--- src/rtl/aq_f_spsram_pkg.sv ---
// Shared types, default sizes and the byte-enable to write-enable expansion
// for the 2048x32 single-port SRAM controller.
package aq_f_spsram_pkg;

  localparam int unsigned DEF_ADDR_WIDTH = 11;
  localparam int unsigned DEF_DATA_WIDTH = 32;
  localparam int unsigned DEF_RSP_DEPTH  = 4;

  // Widest word the expansion helper supports; callers slice down to their width.
  localparam int unsigned WEN_MAX_BYTES  = 64;
  localparam int unsigned WEN_MAX_WIDTH  = WEN_MAX_BYTES * 8;

  typedef enum logic {
    ST_INIT = 1'b0,
    ST_RUN  = 1'b1
  } state_e;

  // Active-high byte enables to active-low per-bit write enables.
  function automatic logic [WEN_MAX_WIDTH-1:0] be_to_wen(input logic [WEN_MAX_BYTES-1:0] be);
    logic [WEN_MAX_WIDTH-1:0] wen;
    wen = '1;
    for (int i = 0; i < int'(WEN_MAX_BYTES); i++) begin
      wen[8*i +: 8] = {8{~be[i]}};
    end
    return wen;
  endfunction

endpackage

--- src/rtl/aq_f_spsram_rsp_fifo.sv ---
// Read-response FIFO with a registered head-of-queue output.
module aq_f_spsram_rsp_fifo
  import aq_f_spsram_pkg::*;
#(
  parameter int unsigned DEPTH = DEF_RSP_DEPTH,
  parameter int unsigned WIDTH = DEF_DATA_WIDTH
) (
  input  logic                         CLK,
  input  logic                         RST,
  input  logic                         push,
  input  logic [WIDTH-1:0]             din,
  input  logic                         pop,
  output logic                         empty,
  output logic [$clog2(DEPTH+1)-1:0]   count,
  output logic [WIDTH-1:0]             dout
);

  localparam int unsigned PTR_W = $clog2(DEPTH);
  localparam int unsigned CNT_W = $clog2(DEPTH + 1);

  logic [WIDTH-1:0] mem_q [DEPTH];
  logic [PTR_W-1:0] rd_ptr_q, rd_ptr_d, wr_ptr_q, wr_ptr_d;
  logic [CNT_W-1:0] count_q, count_d, remain;
  logic [WIDTH-1:0] dout_q, dout_d;
  logic             empty_q;
  logic             pop_ok;

  function automatic logic [PTR_W-1:0] ptr_inc(input logic [PTR_W-1:0] p);
    return (p == PTR_W'(DEPTH - 1)) ? '0 : p + PTR_W'(1);
  endfunction

  // Next pointers, occupancy and head word; an empty FIFO forwards the pushed word.
  always_comb begin
    pop_ok   = pop && !empty_q;
    remain   = count_q - CNT_W'(pop_ok);
    rd_ptr_d = pop_ok ? ptr_inc(rd_ptr_q) : rd_ptr_q;
    wr_ptr_d = push ? ptr_inc(wr_ptr_q) : wr_ptr_q;
    count_d  = remain + CNT_W'(push);
    dout_d   = dout_q;
    if (remain == '0) begin
      if (push) dout_d = din;
    end else begin
      dout_d = mem_q[rd_ptr_d];
    end
  end

  // Storage array, written at the tail.
  always_ff @(posedge CLK) begin
    if (push) mem_q[wr_ptr_q] <= din;
  end

  // Pointers, occupancy and registered outputs.
  always_ff @(posedge CLK) begin
    if (RST) begin
      rd_ptr_q <= '0;
      wr_ptr_q <= '0;
      count_q  <= '0;
      empty_q  <= 1'b1;
      dout_q   <= '0;
    end else begin
      rd_ptr_q <= rd_ptr_d;
      wr_ptr_q <= wr_ptr_d;
      count_q  <= count_d;
      empty_q  <= (count_d == '0);
      dout_q   <= dout_d;
    end
  end

  // The credit scheme upstream must never push into a full FIFO.
  a_no_overflow: assert property (@(posedge CLK) disable iff (RST)
    !(push && !pop_ok && (count_q == CNT_W'(DEPTH))));

  assign empty = empty_q;
  assign count = count_q;
  assign dout  = dout_q;

endmodule

--- src/rtl/aq_f_spsram_2048x32_ctrl.sv ---
// Requester-side controller for the 2048x32 single-port SRAM: zero-fill sweep
// after reset, then in-order client reads/byte-masked writes with credit-guarded
// read responses.
module aq_f_spsram_2048x32_ctrl
  import aq_f_spsram_pkg::*;
#(
  parameter int unsigned           ADDR_WIDTH = DEF_ADDR_WIDTH,
  parameter int unsigned           DATA_WIDTH = DEF_DATA_WIDTH,
  parameter bit                    INIT_EN    = 1'b1,
  parameter logic [DATA_WIDTH-1:0] INIT_VAL   = '0,
  parameter int unsigned           RSP_DEPTH  = DEF_RSP_DEPTH
) (
  input  logic                      CLK,
  input  logic                      RST,
  output logic                      init_done,
  input  logic                      req_vld,
  output logic                      req_rdy,
  input  logic                      req_wr,
  input  logic [ADDR_WIDTH-1:0]     req_addr,
  input  logic [DATA_WIDTH-1:0]     req_wdata,
  input  logic [DATA_WIDTH/8-1:0]   req_be,
  output logic                      rsp_vld,
  input  logic                      rsp_rdy,
  output logic [DATA_WIDTH-1:0]     rsp_rdata,
  output logic [ADDR_WIDTH-1:0]     A,
  output logic                      CEN,
  output logic                      GWEN,
  output logic [DATA_WIDTH-1:0]     WEN,
  output logic [DATA_WIDTH-1:0]     D,
  input  logic [DATA_WIDTH-1:0]     Q
);

  localparam int unsigned CNT_W     = ADDR_WIDTH + 1;
  localparam int unsigned CRD_W     = $clog2(RSP_DEPTH + 1);
  localparam int unsigned SWEEP_LEN = 2 ** ADDR_WIDTH;

  state_e                 state_q, state_d;
  logic [CNT_W-1:0]       addr_cnt_q, addr_cnt_d;
  logic [CRD_W-1:0]       credit_q, credit_d;
  logic                   cen_q, cen_d, gwen_q, gwen_d;
  logic [DATA_WIDTH-1:0]  wen_q, wen_d, d_q, d_d;
  logic [ADDR_WIDTH-1:0]  a_q, a_d;
  logic                   req_rdy_q, req_rdy_d, init_done_q, init_done_d;
  logic                   iss_vld_q, cap_vld_q;
  logic                   req_acc, rd_acc, rsp_pop;
  logic                   fifo_empty;
  logic [CRD_W-1:0]       fifo_count;

  assign req_acc = req_vld && req_rdy_q;
  assign rd_acc  = req_acc && !req_wr;
  assign rsp_pop = !fifo_empty && rsp_rdy;

  // FSM state register.
  always_ff @(posedge CLK) begin
    if (RST) state_q <= INIT_EN ? ST_INIT : ST_RUN;
    else     state_q <= state_d;
  end

  // Next state, next SRAM pin values, credit and handshake outputs.
  always_comb begin
    state_d     = state_q;
    addr_cnt_d  = addr_cnt_q;
    cen_d       = 1'b1;
    gwen_d      = 1'b1;
    wen_d       = '1;
    a_d         = a_q;
    d_d         = d_q;
    case (state_q)
      ST_INIT: begin
        if (addr_cnt_q == CNT_W'(SWEEP_LEN)) begin
          state_d = ST_RUN;
        end else begin
          cen_d      = 1'b0;
          gwen_d     = 1'b0;
          wen_d      = '0;
          a_d        = addr_cnt_q[ADDR_WIDTH-1:0];
          d_d        = INIT_VAL;
          addr_cnt_d = addr_cnt_q + CNT_W'(1);
        end
      end
      ST_RUN: begin
        if (req_acc) begin
          cen_d = 1'b0;
          a_d   = req_addr;
          if (req_wr) begin
            gwen_d = 1'b0;
            wen_d  = DATA_WIDTH'(be_to_wen(WEN_MAX_BYTES'(req_be)));
            d_d    = req_wdata;
          end else begin
            d_d    = '0;
          end
        end
      end
      default: state_d = ST_RUN;
    endcase
    credit_d    = credit_q + CRD_W'(rd_acc) - CRD_W'(rsp_pop);
    req_rdy_d   = (state_d == ST_RUN) && (credit_d < CRD_W'(RSP_DEPTH));
    init_done_d = (state_d == ST_RUN);
  end

  // Registered pins, counters and the issue/capture read-tag pipeline.
  always_ff @(posedge CLK) begin
    if (RST) begin
      addr_cnt_q  <= '0;
      credit_q    <= '0;
      cen_q       <= 1'b1;
      gwen_q      <= 1'b1;
      wen_q       <= '1;
      a_q         <= '0;
      d_q         <= '0;
      req_rdy_q   <= 1'b0;
      init_done_q <= 1'b0;
      iss_vld_q   <= 1'b0;
      cap_vld_q   <= 1'b0;
    end else begin
      addr_cnt_q  <= addr_cnt_d;
      credit_q    <= credit_d;
      cen_q       <= cen_d;
      gwen_q      <= gwen_d;
      wen_q       <= wen_d;
      a_q         <= a_d;
      d_q         <= d_d;
      req_rdy_q   <= req_rdy_d;
      init_done_q <= init_done_d;
      iss_vld_q   <= rd_acc;
      cap_vld_q   <= iss_vld_q;
    end
  end

  aq_f_spsram_rsp_fifo #(
    .DEPTH (RSP_DEPTH),
    .WIDTH (DATA_WIDTH)
  ) u_rsp_fifo (
    .CLK   (CLK),
    .RST   (RST),
    .push  (cap_vld_q),
    .din   (Q),
    .pop   (rsp_pop),
    .empty (fifo_empty),
    .count (fifo_count),
    .dout  (rsp_rdata)
  );

  // Outstanding credits always cover what already sits in the FIFO.
  a_credit_covers_fifo: assert property (@(posedge CLK) disable iff (RST)
    credit_q >= fifo_count);

  assign init_done = init_done_q;
  assign req_rdy   = req_rdy_q;
  assign rsp_vld   = !fifo_empty;
  assign A         = a_q;
  assign CEN       = cen_q;
  assign GWEN      = gwen_q;
  assign WEN       = wen_q;
  assign D         = d_q;

endmodule

--- config.mk ---
export PLATFORM = sky130hd
export DESIGN_NAME = aq_f_spsram_2048x32_ctrl
export DESIGN_NICKNAME = d
export VERILOG_FILES = /design/src/rtl/aq_f_spsram_pkg.sv /design/src/rtl/aq_f_spsram_rsp_fifo.sv /design/src/rtl/aq_f_spsram_2048x32_ctrl.sv
export SDC_FILE = /design/constraint.sdc
export NUM_CORES = 1
export LEC_CHECK = 0
export CORE_MARGIN = 3
export CORE_UTILIZATION = 40
export CTS_BUF_LIST = sky130_fd_sc_hd__clkbuf_16
export CTS_CLUSTER_SIZE = 8
export DETAILED_ROUTE_END_ITERATION = 10
export PLACE_DENSITY = 0.65
export REMOVE_ABC_BUFFERS = 1
export SKIP_LAST_GASP = 1
export SYNTH_ARGS = -nofsm -noshare
export SYNTH_HDL_FRONTEND = slang
export SYNTH_SLANG_ARGS = --single-unit
--- constraint.sdc ---
create_clock -name CLK -period 3.2 [get_ports CLK]
set_input_delay 0.48 -clock CLK [delete_from_list [all_inputs] [get_ports CLK]]
set_output_delay 0.48 -clock CLK [all_outputs]
set_load 0.01 [all_outputs]
==> results of run 1 <==
-- per-stage QoR --
stage          setup TNS [ns]  hold WS [ns]  cells  setup WS, ns  total power (uW)
2_1_floorplan          -96.76         0.414    602         -2.95              4740
3_3_place_gp                0         0.432   1127         0.419              5540
3_5_place_dp                0         0.433   1127         0.363              5550
4_1_cts                     0         0.443   1185         0.849              8850
5_1_grt                     0         0.454   1185         0.732              9140
6_report                    0         0.438   1185         0.837              8710
-- flip-flops by register name, summed over array words and instances (netlist names), 2 cells and up --
signal and cells:
addr_cnt_q 12, u_rsp_fifo.rd_ptr_q 2, u_rsp_fifo.count 3, u_rsp_fifo.wr_ptr_q 2
u_rsp_fifo.dout 32, A 11, D 32, credit_q 3
WEN 4, u_rsp_fifo.mem_q 128
-- how the worst min path moves through the flow --
stage                endpoint      start  slack [ns]
floorplan           cap_vld_q  iss_vld_q        0.41
global placement    cap_vld_q  iss_vld_q        0.43
detailed placement  cap_vld_q  iss_vld_q        0.43
CTS                 cap_vld_q  iss_vld_q        0.44
global route        cap_vld_q  iss_vld_q        0.45
finish              cap_vld_q  iss_vld_q        0.44
-- cells in the final DEF (no fill, tap or decap), types with 6 or more instances in the layout --
master           instances
xor2_1                   7
mux2_2                  32
nand4_1                  7
dfxtp_1                107
ha_1                    13
o221ai_1                32
a22o_1                  32
buf_4                   14
clkbuf_16               36
xnor2_1                  6
nor2_1                  34
o22ai_1                 11
nand2_1                 44
mux2i_1                 67
a211oi_1                11
clkdlybuf4s50_1        195
inv_1                   32
edfxtp_1               128
nand2b_1                11
nor2b_1                  6
-- worst register-to-register path: cells and delay by family, from the launching register on --
kind,cells,cell delay (ns)
compound gates,1,0.23
xor+xnor,1,0.30
fa+ha+maj,2,0.34
buf+inv,1,0.28
simple gates,3,0.66
flops,1,0.32
-- logic make-up after synthesis --
kind of cell	synth area share [%]
buffers and inverters	5.59
xor gates and xnor gates	1.22
and+or+nand+nor	6.79
AOI/OAI and AO/OA	8.89
adders and majority gates	1.96
DFF	64.3
muxes	11.3
-- area by class of cell --
type / count / area, um2
Clock buffer: 36 / 901
Tap cell: 313 / 392
Inverter: 14 / 52.6
Timing Repair Buffer: 212 / 2120
Sequential cell: 236 / 6010
Fill cell: 1940 / 10400
Multi-Input combinational cell: 352 / 2840
Clock inverter: 22 / 100
-- power breakdown --
group          switching (uW)  internal [uW]  leakage [uW]
Clock                    1230           2010      0.000554
Sequential                156           3440       0.00203
Combinational             846           1030       0.00223
Total                    2230           6480       0.00482
-- cells in the mapped netlist, drive strengths merged, types with 3 or more instances --
cell,count
edfxtp,128
dfxtp,108
mux2i,68
buf,54
nand2,44
nor2,35
mux2,33
a22o,32
o221ai,32
clkbuf,14
inv,14
ha,13
a211oi,11
nand2b,11
o22ai,11
nand4,7
nor2b,7
xor2,7
xnor2,6
a21o,5
and2,5
nor3,5
nor4,3
-- per-layer routing --
metal	share of wire, %	global-route usage [%]
met5	0	0
met4	1.7	4.70
met3	8.4	6.21
met2	47	27.6
met1	43	20.2
==> results.py, run 1 <==
metrics = {
    "yosys": {
        "synth_top_area_cell": "edfxtp_1",
        "ys.flop_type": "edfxtp_1",
        "yosysWarnings": 0,
        "synth.distinct_cells": 47,
        "synth_top_area_share_pct": 41.1,
        "syn_area_um2": 9340,
        "async_reset_ff_share_pct": 0,
        "ys_seq_area_share_pct": 64.3,
        "synth-seq-cells": 236,
        "netlist_instances": 670,
        "synth_edf_count": 128,
        "synth_area_leaders": "edfxtp_1, dfxtp_1, mux2i_1, mux2_2, a22o_1",
        "syn_area_per_cell_um2": 13.9,
    },
    "placed_design": {
        "gp_congestion": 0.732,
        "place_area_um2": 11400,
        "dp.final_hpwl_um": 12700,
        "port_buffers": 195,
    },
    "die": {
        "start_util_pct": 41.0,
        "dieArea_um2": 25200,
        "die_w_um": 159,
        "fp.coreArea_um2": 22800,
        "dieHeight_um": 159,
        "io-pin-count": 196,
        "placementRows": 55,
    },
    "detailed_routing": {
        "firstDrtPassIters": 5,
        "initialDrtViolationCount": 235,
        "routedWlPerCell_um": 17.6,
        "vias": 5875,
        "routed_wl_um": 20900,
        "antenna_left": 0,
        "drc": 0,
        "viasPerCell": 4.96,
    },
    "grt": {
        "track_usage_pct": 16.6,
        "grt_pass1_vias": 6344,
        "grt_first_pass_wirelength_um": 33700,
        "antenna_found_initial": 0,
        "grt_start_max_net_pins": 33,
        "globalRouteOverflowTotal": 0,
    },
    "run_status": {
        "outcome": "completed",
    },
    "power_and_ir_drop": {
        "power_density_nw_per_um2": 702,
        "leakagePower_uw": 0.00482,
        "vdd_drop_max_mv": 0.322,
    },
    "cts": {
        "clockBufferDepth": 3,
        "clock-sinks": 236,
        "post-cts-setup-buffer-count": 0,
        "clk_latency_ns": 0.50,
        "cts.htree.levels": 2,
        "clk_pin_slew_ns": 0.05,
        "cts-buffers-inserted": 35,
        "hold_buffers": 0,
        "cts_tree": "done",
        "cts_root_buf": "clkbuf_16",
        "ctsResizeCount": 0,
    },
    "final_layout": {
        "syn2layout_area_growth_pct": 32.8,
        "fin_area_um2": 12400,
        "fin_nets": 949,
        "fin_util_pct": 54.5,
        "n_antenna_cell": 0,
        "final_layout_size_suffix_gt1_share_pct": 11.4,
    },
    "setup_path": {
        "critical-path-top-delay-family": "buffers and inverters",
        "crit_end": "u_rsp_fifo.dout[24]",
        "cp_num_buf_inv": 2,
        "start_kind": "input pin",
        "crit_cells": 9,
        "slowest_delay_ns": 0.45,
        "critical_path_class": "in2reg",
        "rrSetupSlack_ns": 0.98,
        "crit_path_top_delay_cell": "clkdlybuf4s50_1",
        "reg2regPathDepth": 8,
        "r2r-start": "u_rsp_fifo.empty",
        "cp.arrival_ns": 2.76,
        "rr_endpoint": "u_rsp_fifo.dout[24]",
        "worst_setup_path_end_kind": "flip-flop",
        "path_cells": "clkdlybuf4s50_1 -> nor2b_4 -> ha_1 -> ha_1 -> xor2_1 -> nor2_1 -> or3b_1 -> buf_4 -> o221ai_1",
        "crit_path_max_fanout": 32,
        "crit_top_cell": "ha_1",
        "worstPathRequired_ns": 3.60,
        "startpoint": "rsp_rdy",
    },
    "worst_hold_path": {
        "whs_path_depth": 1,
        "hp-class": "reg2reg",
    },
    "timing": {
        "max_slew_margin_pct": 50.8,
        "setup_violations": 0,
        "drv_slew": 0,
        "clock.fmax_mhz": 423,
        "hold_viol_final": 0,
        "finalCritPeriodShare_pct": 73.8,
        "finalClockSkew_ns": 0.0137,
        "worst_pin_slew_ns": 0.736,
        "rsz0062_at_grt": "no",
        "min_period_ns": 2.36,
    },
    "job": {
        "maxCapViolCount": 0,
    },
}
Power figures use the tool's default switching activity.
==> inputs of run 2 (changes only) <==
==> constraint.sdc (replaced) <==
create_clock -name CLK -period 2.2 [get_ports CLK]
set_input_delay 0.33 -clock CLK [delete_from_list [all_inputs] [get_ports CLK]]
set_output_delay 0.33 -clock CLK [all_outputs]
set_load 0.01 [all_outputs]
==> run 2 against run 1 <==
Net effect:
- clock skew decreased by 0.0013 ns
- global-route usage about the same
- hold slack got worse by 0.0060 ns
- sequential power increased by 45%
- core utilization increased by 1.6 points
- register-to-register slack got worse by 0.87 ns
- largest power group unchanged
- worst setup slack got worse by 0.72 ns
- critical endpoint is now req_rdy
- cell count increased by 2.3%
==> results.py, run 2 (same netlist as run 1, synthesis figures left out) <==
metrics = {
    "final_layout": {
        "syn2layout_area_growth_pct": 36.6,
        "fin_nets": 976,
        "final_layout_size_suffix_gt1_share_pct": 14.3,
        "top_register": "u_rsp_fifo.mem_q",
        "final_cell_mix": "clkdlybuf4s50_1, edfxtp_1, dfxtp_1",
        "n_antenna_cell": 0,
        "largest_reg_flops": 128,
        "final_common_cell": "clkdlybuf4s50_1",
    },
    "placed_design": {
        "gp_congestion": 0.740,
        "dp.final_hpwl_um": 13300,
        "port_buffers": 195,
    },
    "timing": {
        "clock.fmax_mhz": 479,
        "worst_pin_slew_ns": 0.783,
        "max_slew_margin_pct": 47.7,
        "drv_slew": 0,
        "setup_violations": 0,
        "rsz0062_at_grt": "no",
        "hold_viol_final": 0,
        "finalSetupTns_ns": 0,
        "min_period_ns": 2.09,
        "finalCritPeriodShare_pct": 94.9,
        "finalClockSkew_ns": 0.0124,
    },
    "power_and_ir_drop": {
        "p_comb_share_pct": 22.8,
        "leakagePower_uw": 0.00500,
        "pwr-share-seq_pct": 40.4,
        "power_density_nw_per_um2": 1010,
        "p_clk_share_pct": 36.9,
        "p_int_uw": 9640,
        "vdd_drop_max_mv": 0.614,
        "swShare_pct": 25.3,
        "p_switching_uw": 3270,
        "total_power_uw": 12900,
    },
    "setup_path": {
        "crit_path_max_fanout": 3,
        "reg2regPathDepth": 10,
        "rr_endpoint": "req_rdy",
        "cp_num_buf_inv": 2,
        "crit_path_top_delay_cell": "dfxtp_2",
        "worst_setup_path_end_kind": "flip-flop",
        "rrSetupSlack_ns": 0.11,
        "start_kind": "flip-flop",
        "critical-path-top-delay-family": "adder cells",
        "slowest_delay_ns": 0.33,
        "r2r-start": "req_rdy",
        "path_cells": "nand2_1 -> or2_2 -> ha_1 -> inv_1 -> ha_1 -> inv_1 -> fa_2 -> xor2_1 -> xnor2_1 -> and2_1",
        "cp.arrival_ns": 2.47,
        "worstPathRequired_ns": 2.59,
        "critical_path_class": "reg2reg",
    },
    "detailed_routing": {
        "vias": 5929,
        "drc": 0,
        "firstDrtPassIters": 4,
        "initialDrtViolationCount": 223,
        "antenna_left": 0,
        "viasPerCell": 4.89,
        "routedWlPerCell_um": 17.2,
        "routed_wl_um": 20800,
    },
    "worst_hold_path": {
        "hp-class": "in2reg",
        "min-delay-start": "req_wdata[12]",
        "whs_path_depth": 2,
        "hold_path_end": "D[12]",
    },
    "die": {
        "die_w_um": 159,
        "fp.coreArea_um2": 22800,
        "start_util_pct": 41.0,
        "dieArea_um2": 25200,
        "placementRows": 55,
        "dieHeight_um": 159,
        "io-pin-count": 196,
    },
    "job": {
        "maxCapViolCount": 0,
    },
    "run_status": {
        "outcome": "completed",
    },
    "cts": {
        "cts-buffers-inserted": 35,
        "cts.htree.levels": 2,
        "clk_pin_slew_ns": 0.05,
        "clockBufferDepth": 3,
        "hold_buffers": 0,
        "clk_latency_ns": 0.50,
        "cts_root_buf": "clkbuf_16",
        "cts_tree": "done",
        "clock-sinks": 236,
    },
    "grt": {
        "track_usage_pct": 16.6,
        "grt_first_pass_wirelength_um": 33900,
        "grt_pass1_vias": 6380,
        "grt_start_max_net_pins": 33,
        "antenna_found_initial": 0,
        "globalRouteOverflowTotal": 0,
    },
}
run 2: repair_timing:
item | 4_1_cts | 5_1_grt
resized for setup | 0 | 2
setup buffers | 0 | 1
endpoints found under the setup margin | 0 | 2
run 2: layout make-up:
class | count | area (um2)
Fill cell | 1857 | 10000
Sequential cell | 236 | 6010
Multi-Input combinational cell | 352 | 2840
Timing Repair Buffer | 239 | 2470
Clock buffer | 35 | 876
Tap cell | 313 | 392
Clock inverter | 23 | 128
Inverter | 14 | 52.6
run 2: power groups by stage:
stage          registers, uW  logic (uW)  clock network [uW]
3_5_place_dp            5290        2970                   0
6_report                5210        2940                4760
2_1_floorplan           5400        1270                   0
5_1_grt                 5250        3190                5080
3_3_place_gp            5300        2950                   0
4_1_cts                 5220        2990                4890
run 2: worst max-delay path by stage:
stage | start | to | slack (ns) | depth (start not counted)
global route | req_rdy | req_rdy | 0.003 | 10
CTS | req_rdy | req_rdy | 0.03 | 10
finish | req_rdy | req_rdy | 0.11 | 10
global placement | req_vld | req_rdy | -0.38 | 11
detailed placement | req_vld | req_rdy | -0.41 | 11
floorplan | rsp_rdy | u_rsp_fifo.dout[0] | -3.80 | 4
run 2: per-stage QoR:
stage / area, um2 / std cells / hold WS [ns] / setup slack, ns / utilization (%)
after floorplan: 8870 / 602 / 0.397 / -3.80 / -
after global placement: 11800 / 1153 / 0.451 / -0.377 / 51.6
after detailed placement: 11800 / 1153 / 0.452 / -0.409 / 51.6
after CTS: 12800 / 1211 / 0.409 / 0.0345 / 56.0
after global routing: 12800 / 1212 / 0.420 / 0.00309 / 56.0
final: 12800 / 1212 / 0.432 / 0.113 / 56.0
run 2: per-layer routing:
metal	up-vias	wire length, um	GRT usage [%]
met5	-	0	0
met4	0	338	4.50
met1	2822	8930	20.5
met3	29	1670	6.18
li1	2882	-	-
met2	196	9880	27.4
==> inputs of run 3 (changes only) <==
--- a/config.mk
+++ b/config.mk
@@ -10,7 +10,7 @@
 export CTS_BUF_LIST = sky130_fd_sc_hd__clkbuf_16
 export CTS_CLUSTER_SIZE = 8
 export DETAILED_ROUTE_END_ITERATION = 10
-export PLACE_DENSITY = 0.65
+export PLACE_DENSITY = 0.66
 export REMOVE_ABC_BUFFERS = 1
 export SKIP_LAST_GASP = 1
 export SYNTH_ARGS = -nofsm -noshare
==> constraint.sdc (replaced) <==
create_clock -name CLK -period 1.78 [get_ports CLK]
set_input_delay 0.267 -clock CLK [delete_from_list [all_inputs] [get_ports CLK]]
set_output_delay 0.267 -clock CLK [all_outputs]
set_load 0.01 [all_outputs]
==> run 3 against run 2 <==
Net effect:
- the flow now finishes with violations (negative setup slack)
- routed wire length increased by 8.7%
- critical path depth decreased by 2
- die area unchanged
- maximum frequency increased by 6.5%
- count of clock-buffer cells in the layout unchanged
- combinational power increased by 49%
- clock power increased by 26%
- global-route usage increased by 0.71 points
- sequential power increased by 24%
- hold slack got worse by 0.061 ns
- core utilization increased by 2.9 points
- register-to-register slack got worse by 0.29 ns
==> results.py, run 3 (same netlist as run 1, synthesis figures left out) <==
metrics = {
    "run_status": {
        "outcome": "finished, violations left",
        "violations": "negative setup slack",
    },
    "setup_path": {
        "r2r-start": "u_rsp_fifo.empty",
        "worst_setup_path_end_kind": "flip-flop",
        "start_kind": "flip-flop",
        "rrSetupSlack_ns": -0.18,
        "crit_path_max_fanout": 8,
        "crit_end": "u_rsp_fifo.dout[9]",
        "rr_endpoint": "u_rsp_fifo.dout[9]",
        "cp.arrival_ns": 2.37,
        "startpoint": "u_rsp_fifo.empty",
        "worstPathRequired_ns": 2.19,
        "reg2regPathDepth": 8,
        "critical_path_class": "reg2reg",
    },
    "cts": {
        "clk_pin_slew_ns": 0.05,
        "cts_tree": "done",
        "clock-sinks": 236,
        "cts.htree.levels": 2,
        "clk_latency_ns": 0.51,
        "cts-buffers-inserted": 35,
        "clockBufferDepth": 3,
        "cts_root_buf": "clkbuf_16",
        "hold_buffers": 0,
    },
    "power_and_ir_drop": {
        "total_power_uw": 16900,
        "p_clk_share_pct": 35.7,
        "p_switching_uw": 4510,
        "swShare_pct": 26.7,
        "vdd_drop_max_mv": 0.900,
        "pwr-share-seq_pct": 38.3,
        "p_int_uw": 12400,
        "power_density_nw_per_um2": 1260,
        "leakagePower_uw": 0.00540,
        "p_comb_share_pct": 26.0,
    },
    "placed_design": {
        "place_inst": 1163,
        "dp.final_hpwl_um": 13600,
        "port_buffers": 195,
        "gp_congestion": 0.737,
    },
    "timing": {
        "max_slew_margin_pct": 69.9,
        "finalCritPeriodShare_pct": 110,
        "clock.fmax_mhz": 510,
        "hold_viol_final": 0,
        "finalClockSkew_ns": 0.0234,
        "drv_slew": 0,
        "setup_violations": 34,
        "setup_ws_ns": -0.180,
        "worst_pin_slew_ns": 0.447,
        "min_period_ns": 1.96,
        "rsz0062_at_grt": "yes",
    },
    "final_layout": {
        "final_common_cell": "clkdlybuf4s50_1",
        "final_cells": 1233,
        "final_layout_size_suffix_gt1_share_pct": 21.7,
        "n_antenna_cell": 0,
        "largest_reg_flops": 128,
        "final_cell_mix": "clkdlybuf4s50_1, edfxtp_1, dfxtp_1",
        "syn2layout_area_growth_pct": 43.6,
        "fin_nets": 996,
        "fin_util_pct": 58.9,
        "top_register": "u_rsp_fifo.mem_q",
    },
    "grt": {
        "globalRouteOverflowTotal": 0,
        "grt_start_max_net_pins": 33,
        "grt_pass1_vias": 6498,
        "grt_first_pass_wirelength_um": 35000,
        "antenna_found_initial": 0,
        "track_usage_pct": 17.3,
    },
    "detailed_routing": {
        "vias": 6182,
        "antenna_left": 0,
        "initialDrtViolationCount": 293,
        "drc": 0,
        "routedWlPerCell_um": 18.3,
        "routed_wl_um": 22600,
        "firstDrtPassIters": 4,
        "viasPerCell": 5.01,
    },
    "die": {
        "dieArea_um2": 25200,
        "placementRows": 55,
        "dieHeight_um": 159,
        "io-pin-count": 196,
        "die_w_um": 159,
        "start_util_pct": 41.0,
        "fp.coreArea_um2": 22800,
    },
    "job": {
        "maxCapViolCount": 0,
    },
    "worst_hold_path": {
        "whs_path_depth": 2,
        "min-delay-start": "req_wdata[13]",
        "hp-class": "in2reg",
    },
}
[run 3: worst min path at each step]
stage / to / slack (ns)
3_3_place_gp: cap_vld_q / 0.42
2_1_floorplan: credit_q[1] / 0.33
4_1_cts: D[13] / 0.35
5_1_grt: D[27] / 0.36
3_5_place_dp: cap_vld_q / 0.44
6_report: D[13] / 0.37
[run 3: critical path, stage by stage, from the launching register on]
cell and delay, ns:
dfxtp_2 0.33, nor2b_4 0.16, ha_4 0.16, ha_4 0.13, xor2_2 0.16, nor2_1 0.07
or3b_4 0.50, clkbuf_16 0.22, o221ai_2 0.13
[run 3: final cells by class]
class                           count  area, um2
Timing Repair Buffer              258       2770
Clock inverter                     24        158
Sequential cell                   236       6020
Fill cell                        1792       9360
Inverter                           14       52.6
Tap cell                          313        392
Clock buffer                       35        876
Multi-Input combinational cell    353       3150
[run 3: timing repair]
| item | CTS | global route |
|---|---|---|
| buffers inserted | 2 | 5 |
| gates resized for setup | 25 | 66 |
| cloned | 2 | 2 |
| pin swaps | 2 | 10 |
| setup endpoints to repair | 101 | 110 |
[run 3: power by group through the flow]
stage / Clock (uW) / Sequential (uW) / Combinational, uW
after floorplan: 0 / 6660 / 1450
after global placement: 0 / 6550 / 3650
after detailed placement: 0 / 6550 / 3700
after CTS: 6170 / 6460 / 3910
after global routing: 6420 / 6500 / 4690
final: 6020 / 6460 / 4380
[run 3: routing by layer]
metal / vias to the layer above / wire length [um] / share of wire (%) / GRT usage (%)
li1: 2937 / - / - / -
met1: 2981 / 9290 / 41 / 21.5
met2: 233 / 11100 / 49 / 29.0
met3: 31 / 1890 / 8.4 / 5.69
met4: 0 / 344 / 1.5 / 4.78
met5: - / 0 / 0 / 0
[run 3: metrics by stage]
step / instance area, um2 / setup WS, ns / setup TNS, ns / hold slack [ns]
CTS: 13000 / -0.159 / -4.28 / 0.347
finish: 13400 / -0.180 / -4.77 / 0.371
floorplan: 8870 / -4.19 / -257.53 / 0.334
detailed placement: 11800 / -0.775 / -31.88 / 0.437
global route: 13400 / -0.277 / -8.16 / 0.357
global placement: 11800 / -0.730 / -30.07 / 0.416
